--- src/rtl/vga_timing.sv ---
// 640x480@60 raster timing: free-running x/y counters plus sync/blank
// strobes delayed so they line up with colour computed from x/y.
module vga_timing #(
  parameter int H_VISIBLE  = 640,
  parameter int H_FRONT    = 16,
  parameter int H_SYNC     = 96,
  parameter int H_BACK     = 48,
  parameter int V_VISIBLE  = 480,
  parameter int V_FRONT    = 10,
  parameter int V_SYNC     = 2,
  parameter int V_BACK     = 33,
  parameter int PIPE_DELAY = 2
) (
  input  logic       clk,
  input  logic       reset,
  output logic [9:0] x,
  output logic [9:0] y,
  output logic       frame_start,
  output logic       hs_n,
  output logic       vs_n,
  output logic       blank
);

  localparam int H_TOTAL = H_VISIBLE + H_FRONT + H_SYNC + H_BACK;
  localparam int V_TOTAL = V_VISIBLE + V_FRONT + V_SYNC + V_BACK;

  localparam logic [9:0] H_LAST = 10'(H_TOTAL - 1);
  localparam logic [9:0] V_LAST = 10'(V_TOTAL - 1);
  localparam logic [9:0] H_VIS  = 10'(H_VISIBLE);
  localparam logic [9:0] V_VIS  = 10'(V_VISIBLE);
  localparam logic [9:0] HS_ON  = 10'(H_VISIBLE + H_FRONT);
  localparam logic [9:0] HS_OFF = 10'(H_VISIBLE + H_FRONT + H_SYNC);
  localparam logic [9:0] VS_ON  = 10'(V_VISIBLE + V_FRONT);
  localparam logic [9:0] VS_OFF = 10'(V_VISIBLE + V_FRONT + V_SYNC);

  // {blank, hs_n, vs_n} with all strobes inactive
  localparam logic [2:0] IDLE = 3'b011;

  logic       line_end;
  logic       raw_blank;
  logic       raw_hs_n;
  logic       raw_vs_n;
  logic [2:0] pipe [PIPE_DELAY];

  assign line_end = (x == H_LAST);

  always_ff @(posedge clk or posedge reset) begin
    if (reset) begin
      x <= '0;
    end else if (line_end) begin
      x <= '0;
    end else begin
      x <= x + 10'd1;
    end
  end

  always_ff @(posedge clk or posedge reset) begin
    if (reset) begin
      y <= '0;
    end else if (line_end) begin
      y <= (y == V_LAST) ? '0 : y + 10'd1;
    end
  end

  always_comb begin
    raw_blank = (x < H_VIS) && (y < V_VIS);
    raw_hs_n  = !((x >= HS_ON) && (x < HS_OFF));
    raw_vs_n  = !((y >= VS_ON) && (y < VS_OFF));
  end

  assign frame_start = (x == '0) && (y == '0);

  // Stage 0 takes the raw decode; the last stage feeds the mixer
  always_ff @(posedge clk or posedge reset) begin
    if (reset) begin
      for (int i = 0; i < PIPE_DELAY; i++) begin
        pipe[i] <= IDLE;
      end
    end else begin
      pipe[0] <= {raw_blank, raw_hs_n, raw_vs_n};
      for (int i = 1; i < PIPE_DELAY; i++) begin
        pipe[i] <= pipe[i-1];
      end
    end
  end

  assign {blank, hs_n, vs_n} = pipe[PIPE_DELAY-1];

endmodule

--- config.mk ---
export PLATFORM = sky130hd
export DESIGN_NAME = vga_timing
export DESIGN_NICKNAME = d
export VERILOG_FILES = /design/src/rtl/vga_timing.sv
export SDC_FILE = /design/constraint.sdc
export NUM_CORES = 1
export LEC_CHECK = 0
export BUFFER_PORTS_ARGS = -buffer_cell sky130_fd_sc_hd__buf_2
export CAP_MARGIN = 20
export CORE_UTILIZATION = 48
export CTS_CLUSTER_SIZE = 28
export DETAILED_ROUTE_END_ITERATION = 8
export GPL_ROUTABILITY_DRIVEN = 1
export GPL_TIMING_DRIVEN = 0
export PLACE_DENSITY = 0.74
export SETUP_SLACK_MARGIN = 0.1
export SLEW_MARGIN = 30
export SYNTH_ARGS = -nofsm -noshare
export SYNTH_HDL_FRONTEND = slang
export SYNTH_SLANG_ARGS = --single-unit
--- constraint.sdc ---
create_clock -name clk -period 1.95 [get_ports clk]
set_clock_uncertainty 0.2 [all_clocks]
set_input_delay 0.2925 -clock clk [delete_from_list [all_inputs] [get_ports clk]]
set_output_delay 0.2925 -clock clk [all_outputs]
set_load 0.005 [all_outputs]
Word level (Yosys, flattened, before mapping)
Cells that the tools add are included.

Order comparisons: 6. Reductions and logical operators: 8. Eq/ne operators: 2. $add $sub $neg: 2. Multiplexer cells: 2.

Operators with widths (count): 10-bit by 1-bit adder with 10-bit output, second input constant (2); 10-bit == test, second input constant (2); 10-bit logical NOT (2); 10-bit < comparator, second input constant (2); 10-bit by 9-bit < comparator with 1-bit output, second input constant (2); 10-bit 2-to-1 mux (2); 10-bit >= comparator, second input constant (1); 10-bit by 9-bit >= comparator with 1-bit output, second input constant (1); 1-bit logical AND (4); 1-bit logical NOT (2).

Word-level logic and storage cells: 24. Output and inout port bits: 24. Register bits: 26.

Longest topological paths before layout
Gate-level depths: netlist (run 1).

Depth in word-level cells: 3. Mapped depth: 6. Depth with buffers taken out: 6.

Least setup slack after synthesis (run 1)
Ideal clock, no wire load.

Kind: flip-flop to output port. Start point: reg y[0]. End point: out frame_start. Setup slack: -144 ps. Arrival: 1601 ps. Stages on the path, launching flop included: 6. Data required time: 1457 ps. Cell sequence: dfrtp_1 > inv_1 > ha_1 > nor4b_1 > nand4_1 > nor4_1.

Longest elaborated chain between the ends: 2.

RTL lines: start, declared (RTL line 17) `output logic [9:0] y,`; start signal, assigned (RTL line 61) `y <= (y == V_LAST) ? '0 : y + 10'd1;`; 10-bit logical NOT (RTL line 71) `assign frame_start = (x == '0) && (y == '0);`; 1-bit logical AND (RTL line 71); end, declared (RTL line 18) `output logic frame_start,`.

No other way between the ends.

Worst setup path after layout (run 1)
Start point: reg y[1]. End point: out frame_start.

Same word-level chain as after synthesis.

==> flow_summary.ini, run 1 <==
[run_status]
status = finished with violations
violations = setup timing

[drt]
drcViolationCount = 0
routed-via-count = 1137
dr.pass1.iters = 4
drtIter0Drc = 28
totalWireLength_mm = 3.09
postRouteAntennaNets = 0
wl_per_cell_um = 15.9
routed_via_density = 5.86

[floorplan]
dieArea_um2 = 2870
initial_core_util_pct = 51.1
pin_count = 26
dieHeight_um = 53.6
coreArea_um2 = 2500
num_rows = 18
fp.dieW_um = 53.6

[sta]
period_needed_ns = 2.25
fin_setup_tns_ns = -0.354
hold_viol = 0
hold_ws_ns = 0.172
slew_headroom_pct = 64.5
setup_ws_ns = -0.300
rsz0062_at_grt = true
post-route-period-util_pct = 115
tightest_slew_ns = 0.532
setup_viol = 3
max_freq_mhz = 445
drv_slew = 0

[yosys]
synth_seq_cells = 26
synth_compound_area_share_pct = 7.54
synth_area_per_cell_um2 = 10.7
yosysSeqAreaShare_pct = 51.3
synth_top_area_cell = dfrtp_1
synth_cell_types = 37
synthTopCellsByArea = dfrtp_1 43%, dfstp_2 8.2%, nand3_1 5.1%
ys_warn_count = 0
syn_nets = 125
synth.cell_area_um2 = 1280
synthMuxAreaShare_pct = 1.67
syn_inst = 119
synth_top_area_share_pct = 43.1
synth_simple_gate_area_share_pct = 25.5
synth_fa_ha_area_share_pct = 3.92
synth_top_family_by_area = simple AND/OR/NAND/NOR gates
synth_xor_area_share_pct = 6.86
synth_edf_count = 0
synthArstFlopShare_pct = 100
synthFlopType = dfrtp_1

[placement]
io_buffer_count = 25
place_congestion = 0.793
place_hpwl_mm = 1.89
placed_area_um2 = 1450

[critical_path]
required_ns = 1.46
startpoint = y[1]
arrival_ns = 1.76
path_class = flop to primary output
endpoint_kind = primary output
worst-path-max-fanout = 2
startpoint_type = flop
reg2reg_from = x[5]

[layout]
n_antenna_cell = 0
final_area_um2 = 1770
drive_gt1_share_pct = 49.4
layout_common_cells = 25 x buf_2, 19 x dfrtp_1, 9 x nand3_1, 9 x buf_4, 8 x buf_6
final_common_cell = buf_2
final_nets = 171
final_util_pct = 70.8
syn2layout_area_growth_pct = 38.5

[power_and_ir_drop]
power_frac_seq_pct = 65.7
clkPwrFrac_pct = 32.8
switchingPower_mw = 0.166
powerDensity_nw_per_um2 = 464
switching_share_pct = 20.2
p_comb_share_pct = 1.5
power.leakage_nw = 0.849
fin_total_pwr_mw = 0.822
ir_worst_vdd_mv = 0.293
p_int_mw = 0.656

[clocking]
clock_path_buffers = 2
clkSinkCount = 26
cts_tree = built
cts_inserted_buffers = 3
htreeDepth = 1
insertion_delay_ns = 0.32
clkTransAtPathRegs_ns = 0.14
root_buffer = clkbuf_4

[worst_hold_path]
hold_class = flop to flop
min_from = pipe[4]

[global_routing]
grt_pass1_vias = 969
grt_pass1_wl_mm = 4.61
overflow = 0
antenna_found_initial = 0
grt_max_degree = 27
grt.total_usage_pct = 22.2

[flow_run]
maxCapViolations = 0
final timing paths:
check / to / slack [ns] / cells past startpoint
setup / recovery: frame_start / -0.30 / 6
hold / removal: hs_n / 0.17 / 0
setup reg to reg: y[4] / -0.03 / 5
hold reg to reg: hs_n / 0.17 / 0
max in group asynchronous: x[4] / 0.83 / 3
min in group asynchronous: blank / 0.34 / 3
metal layers:
layer,share of wire [%],global-route usage (%),vias up
li1,-,-,526
met1,44,31.8,558
met2,49,36.0,45
met3,4.7,2.54,8
met4,1.5,5.26,0
met5,0,0,-
through the flow:
stage / setup WS, ns / instances
final: -0.300 / 194
after floorplan: 0.0114 / 119
after CTS: -0.191 / 193
after global placement: -0.244 / 174
after global routing: -0.389 / 194
after detailed placement: -0.298 / 174
registers in the layout, indices dropped and copies added, names as in the netlist:
signal / count
pipe: 3
x: 10
vs_n: 1
y: 10
hs_n: 1
blank: 1
power by group through the flow:
stage	Sequential (mW)	Combinational (mW)	Clock, mW
final	0.540	0.0126	0.269
after global routing	0.540	0.0151	0.292
after CTS	0.540	0.0131	0.274
after detailed placement	0.549	0.0116	0
after global placement	0.549	0.0112	0
after floorplan	0.549	0.00793	0
worst max-delay path, stage by stage (launching register included):
cell and delay, ns:
dfrtp_1 0.43, inv_2 0.09, ha_4 0.13, nor4b_4 0.25
nand4_1 0.21, nor4_2 0.19, buf_2 0.15
final cells by class:
| class | count | area (µm²) |
|---|---|---|
| multi-input cells | 85 | 721 |
| fillers | 187 | 731 |
| inverters | 6 | 22.5 |
| plain buffers | 2 | 22.5 |
| repair buffers | 41 | 270 |
| flip-flops and latches | 26 | 659 |
| well taps | 30 | 37.5 |
| clock buffers | 4 | 36.3 |
logic make-up (layout without fill, tap and decap cells):
group | Yosys count | after routing
xor gates and xnor gates | 10 | 10
buffers and inverters | 8 | 53
and+or+nand+nor | 53 | 53
muxes | 2 | 2
adders and majority gates | 4 | 4
DFF | 26 | 26
AOI/OAI and AO/OA | 16 | 16
synth_stat cells (2+ instances only):
master	n
dfstp_2	4
nand4_1	7
nor4_1	3
ha_1	4
nand2_1	3
o21ai_1	3
xnor2_1	6
o21ai_0	4
and3_1	3
nand3_1	13
a21oi_1	2
xor2_1	4
and2_1	3
dfrtp_1	22
inv_1	6
nor2_1	8
nor4b_1	3
nor2b_1	2
timing repair:
action	4_1_cts	5_1_grt
buffers inserted	14	3
pin swaps	5	9
gates resized for setup	14	25
hold buffers	1	0
setup endpoints to repair	13	17
endpoints found under the hold margin	12	0
Power figures use the tool's default switching activity.
==> run 2, diff against run 1 <==
--- a/config.mk
+++ b/config.mk
@@ -11,7 +11,7 @@
 export CTS_CLUSTER_SIZE = 28
 export DETAILED_ROUTE_END_ITERATION = 8
 export GPL_ROUTABILITY_DRIVEN = 1
-export GPL_TIMING_DRIVEN = 0
+export GPL_TIMING_DRIVEN = 1
 export PLACE_DENSITY = 0.74
 export SETUP_SLACK_MARGIN = 0.1
 export SLEW_MARGIN = 30
==> flow_summary.ini, run 2 (same netlist as run 1, synthesis figures left out) <==
[critical_path]
worst-path-max-fanout = 2
crit_slowest_cell = dfrtp_1
path_class = flop to primary output
crit_chain = inv_2, ha_4, nor4b_4, nand4_1, nor4_1, buf_2
crit_family = simple AND/OR/NAND/NOR gates
r2r_cells = 5
path_buf_inv = 2
required_ns = 1.46
startpoint_type = flop
arrival_ns = 1.70
path_depth = 6
endpoint_kind = primary output
slowest_delay_ns = 0.42

[floorplan]
initial_core_util_pct = 51.1
num_rows = 18
pin_count = 26
dieArea_um2 = 2870
fp.dieW_um = 53.6
coreArea_um2 = 2500
dieHeight_um = 53.6

[global_routing]
grt.total_usage_pct = 25.3
grt_pass1_wl_mm = 5.17
antenna_found_initial = 0
overflow = 0
grt_pass1_vias = 1101
grt_max_degree = 15

[layout]
reg_top3 = x x10, y x10, pipe x3
final_common_cell = buf_4
final_area_um2 = 1860
syn2layout_area_growth_pct = 45.2
final_util_pct = 74.2
drive_gt1_share_pct = 50.8
n_antenna_cell = 0
final_nets = 186
layout_common_cells = 28 x buf_4, 25 x buf_2, 21 x dfrtp_1, 8 x nand3_1, 7 x nand4_1

[clocking]
clkSinkCount = 26
clock_path_buffers = 2
insertion_delay_ns = 0.33
root_buffer = clkbuf_4
clkTransAtPathRegs_ns = 0.14
htreeDepth = 1
cts_tree = built
cts_inserted_buffers = 3

[worst_hold_path]
holdPathStages = 0
hold_class = flop to flop

[placement]
placed_area_um2 = 1610
io_buffer_count = 25
place_worst_setup_slack_ns = 0.0244
place_hpwl_mm = 2.25
place_congestion = 0.879

[drt]
routed_via_density = 5.87
drcViolationCount = 0
routed-via-count = 1227
totalWireLength_mm = 3.48
postRouteAntennaNets = 0
drtIter0Drc = 40
dr.pass1.iters = 4
wl_per_cell_um = 16.7

[sta]
rsz0062_at_grt = true
hold_viol = 0
post-route-period-util_pct = 113
tightest_slew_ns = 0.528
setup_ws_ns = -0.247
max_freq_mhz = 455
drv_slew = 0
slew_headroom_pct = 64.7
setup_viol = 3
hold_ws_ns = 0.168
period_needed_ns = 2.20

[power_and_ir_drop]
power_frac_seq_pct = 64.5
ir_worst_vdd_mv = 0.449
power.leakage_nw = 0.931
p_int_mw = 0.659
switchingPower_mw = 0.178
powerDensity_nw_per_um2 = 451
p_comb_share_pct = 1.9
switching_share_pct = 21.3
clkPwrFrac_pct = 33.6

[run_status]
violations = setup timing
status = finished with violations

[flow_run]
maxCapViolations = 0
run 2: cell types whose count changed in the layout (fill, tap and decap cells not counted), moves of 2 or more:
cell,delta
buf_6,-4
dfrtp_2,-2
dfrtp_1,+2
buf_4,+19
run 2: metal layers:
| metal | up-vias | share of wire, % | global-route usage, % |
|---|---|---|---|
| met5 | - | 0 | 0 |
| met4 | 0 | 1.3 | 6.58 |
| met3 | 9 | 5.4 | 3.67 |
| met2 | 53 | 49 | 40.0 |
| met1 | 609 | 44 | 36.2 |
| li1 | 556 | - | - |
run 2: path summary, 6_finish.rpt:
path,to,start,slack [ns]
worst max-delay path,frame_start,y[1],-0.25
worst min-delay path,hs_n,pipe[4],0.17
worst max register to register,y[6],x[7],-0.03
worst min register to register,hs_n,pipe[4],0.17
max in group asynchronous,pipe[3],reset,1.01
min in group asynchronous,x[5],reset,0.30
run 2: final cells by class:
class	instances	area [µm²]
multi-input cells	85	712
flip-flops and latches	26	657
inverters	6	22.5
clock buffers	4	36.3
fillers	162	644
repair buffers	58	390
well taps	30	37.5
run 2: what timing repair did:
action	CTS	global route
pin swaps	5	8
cloned	1	0
endpoints found under the setup margin	9	15
hold buffers	1	0
resized for setup	11	23
buffers inserted	6	2
endpoints found under the hold margin	26	0
run 2: stage by stage:
stage                     TNS, ns  power, mW  std cells
after floorplan                 0      0.557        119
after global placement          0      0.564        195
after detailed placement        0      0.565        195
after CTS                  -0.189      0.841        207
after global routing       -0.655      0.870        209
final                      -0.288      0.837        209
run 2: power groups by stage:
| stage | clock network, mW | logic [mW] | registers [mW] |
|---|---|---|---|
| global placement | 0 | 0.0147 | 0.549 |
| floorplan | 0 | 0.00793 | 0.549 |
| global route | 0.312 | 0.0188 | 0.540 |
| CTS | 0.284 | 0.0172 | 0.540 |
| finish | 0.281 | 0.0160 | 0.540 |
| detailed placement | 0 | 0.0157 | 0.549 |
==> run 3, diff against run 2 <==
--- a/config.mk
+++ b/config.mk
@@ -7,12 +7,11 @@
 export LEC_CHECK = 0
 export BUFFER_PORTS_ARGS = -buffer_cell sky130_fd_sc_hd__buf_2
 export CAP_MARGIN = 20
-export CORE_UTILIZATION = 48
+export CORE_UTILIZATION = 35
 export CTS_CLUSTER_SIZE = 28
 export DETAILED_ROUTE_END_ITERATION = 8
 export GPL_ROUTABILITY_DRIVEN = 1
 export GPL_TIMING_DRIVEN = 1
-export PLACE_DENSITY = 0.74
 export SETUP_SLACK_MARGIN = 0.1
 export SLEW_MARGIN = 30
 export SYNTH_ARGS = -nofsm -noshare
==> constraint.sdc (replaced) <==
create_clock -name clk -period 1.95 [get_ports clk]
set_clock_uncertainty 0.2 [all_clocks]
set_input_delay 0.2925 -clock clk [delete_from_list [all_inputs] [get_ports clk]]
set_output_delay 0.2925 -clock clk [all_outputs]
set_load 0.02 [all_outputs]
==> flow_summary.ini, run 3 (same netlist as run 1, synthesis figures left out) <==
[drt]
routed-via-count = 1107
dr.pass1.iters = 4
drcViolationCount = 0
wl_per_cell_um = 14.1
totalWireLength_mm = 3.10
routed_via_density = 5.03
drtIter0Drc = 33
postRouteAntennaNets = 0

[placement]
place_congestion = 0.812
dp_cells = 208
place_hpwl_mm = 2.20
io_buffer_count = 25
placed_area_um2 = 1630

[sta]
setup_ws_ns = -0.248
tightest_slew_ns = 0.435
rsz0062_at_grt = true
max_freq_mhz = 455
setup_viol = 11
drv_slew = 0
period_needed_ns = 2.20
hold_ws_ns = 0.165
slew_headroom_pct = 70.9
post-route-period-util_pct = 113
hold_viol = 0

[flow_run]
maxCapViolations = 0

[power_and_ir_drop]
power.leakage_nw = 0.868
clkPwrFrac_pct = 33.4
p_int_mw = 0.658
ir_worst_vdd_mv = 0.215
switching_share_pct = 20.9
p_comb_share_pct = 1.7
power_frac_seq_pct = 64.9
switchingPower_mw = 0.174
powerDensity_nw_per_um2 = 458

[floorplan]
coreArea_um2 = 3420
initial_core_util_pct = 37.4
num_rows = 21
fp.dieW_um = 62.4
pin_count = 26
dieHeight_um = 62.4
dieArea_um2 = 3900

[global_routing]
grt_max_degree = 27
grt_pass1_wl_mm = 5.28
grt.total_usage_pct = 17.4
antenna_found_initial = 0
grt_pass1_vias = 1114
overflow = 0

[clocking]
clkSinkCount = 26
root_buffer = clkbuf_4
cts_inserted_buffers = 3
htreeDepth = 1
clock_path_buffers = 2
clkTransAtPathRegs_ns = 0.14
insertion_delay_ns = 0.33
cts_tree = built

[critical_path]
endpoint_kind = primary output
crit_slowest_cell = dfrtp_2
worst-path-max-fanout = 8
slowest_delay_ns = 0.43
path_class = flop to primary output
required_ns = 1.46
crit_family = simple AND/OR/NAND/NOR gates
startpoint_type = flop
crit_chain = buf_4, nor4_4, nand4_1, nor4_4, buf_4
path_buf_inv = 2
arrival_ns = 1.71

[layout]
final_common_cell = buf_2
drive_gt1_share_pct = 46.0
final_nets = 181
fillers = 318
layout_common_cells = 24 x buf_2, 23 x buf_4, 21 x dfrtp_1, 8 x nand3_1
reg_top3 = x x10, y x10, pipe x3
fin_cells = 220
syn2layout_area_growth_pct = 42.3
n_antenna_cell = 0
final_area_um2 = 1820

[worst_hold_path]
hold_class = flop to flop

[run_status]
violations = setup timing
status = finished with violations
-- run 3: timing repair --
| item | 4_1_cts | 5_1_grt |
|---|---|---|
| resized for setup | 15 | 8 |
| pin swaps | 5 | 4 |
| cloned | 1 | 0 |
| setup buffers | 5 | 1 |
| hold endpoints to repair | 22 | 0 |
| hold buffers | 1 | 0 |
| endpoints found under the setup margin | 6 | 16 |
-- run 3: layout make-up --
| type | count | area, µm² | share of cell area, % |
|---|---|---|---|
| Timing Repair Buffer | 53 | 359 | 19.8 |
| Multi-Input combinational cell | 85 | 686 | 37.7 |
| Tap cell | 46 | 57.6 | 3.17 |
| Inverter | 6 | 22.5 | 1.24 |
| Clock buffer | 4 | 36.3 | 2.00 |
| Sequential cell | 26 | 657 | 36.1 |
-- run 3: layer usage --
layer | global-route usage [%] | wire length, µm
met1 | 22.5 | 1400
met4 | 7.56 | 49
met5 | 0 | 0
met3 | 2.55 | 104
met2 | 28.8 | 1540
-- run 3: worst reg2reg max path, stage by stage, from the launching register on --
cell and delay (ns):
dfrtp_2 0.43, buf_6 0.11, or4b_4 0.55, nor3_4 0.28, nand3_2 0.12, mux2_4 0.30
-- run 3: path summary, 6_finish.rpt --
kind	slack, ns	from	end	cells past startpoint
max in group asynchronous	0.91	reset	vs_n	4
worst min register to register	0.17	pipe[4]	hs_n	0
min in group asynchronous	0.35	reset	x[7]	4
worst max register to register	-0.14	x[5]	y[4]	5
worst max-delay path	-0.25	x[5]	frame_start	5
worst min-delay path	0.17	pipe[4]	hs_n	0
-- run 3: metrics by stage --
stage | total power, mW | worst slack, ns | util (%) | TNS, ns
global route | 0.873 | -0.400 | 53.2 | -1.50
detailed placement | 0.563 | 0.0528 | 47.7 | 0
floorplan | 0.557 | -0.0747 | - | -0.214
CTS | 0.838 | -0.240 | 52.2 | -0.495
global placement | 0.563 | -0.00858 | 47.7 | -0.00858
finish | 0.832 | -0.248 | 53.2 | -0.843
-- run 3: power by group through the flow --
| stage | logic, mW | clock network (mW) | registers, mW |
|---|---|---|---|
| global placement | 0.0137 | 0 | 0.549 |
| finish | 0.0142 | 0.278 | 0.540 |
| global route | 0.0171 | 0.316 | 0.540 |
| CTS | 0.0151 | 0.283 | 0.540 |
| detailed placement | 0.0136 | 0 | 0.549 |
| floorplan | 0.00793 | 0 | 0.549 |
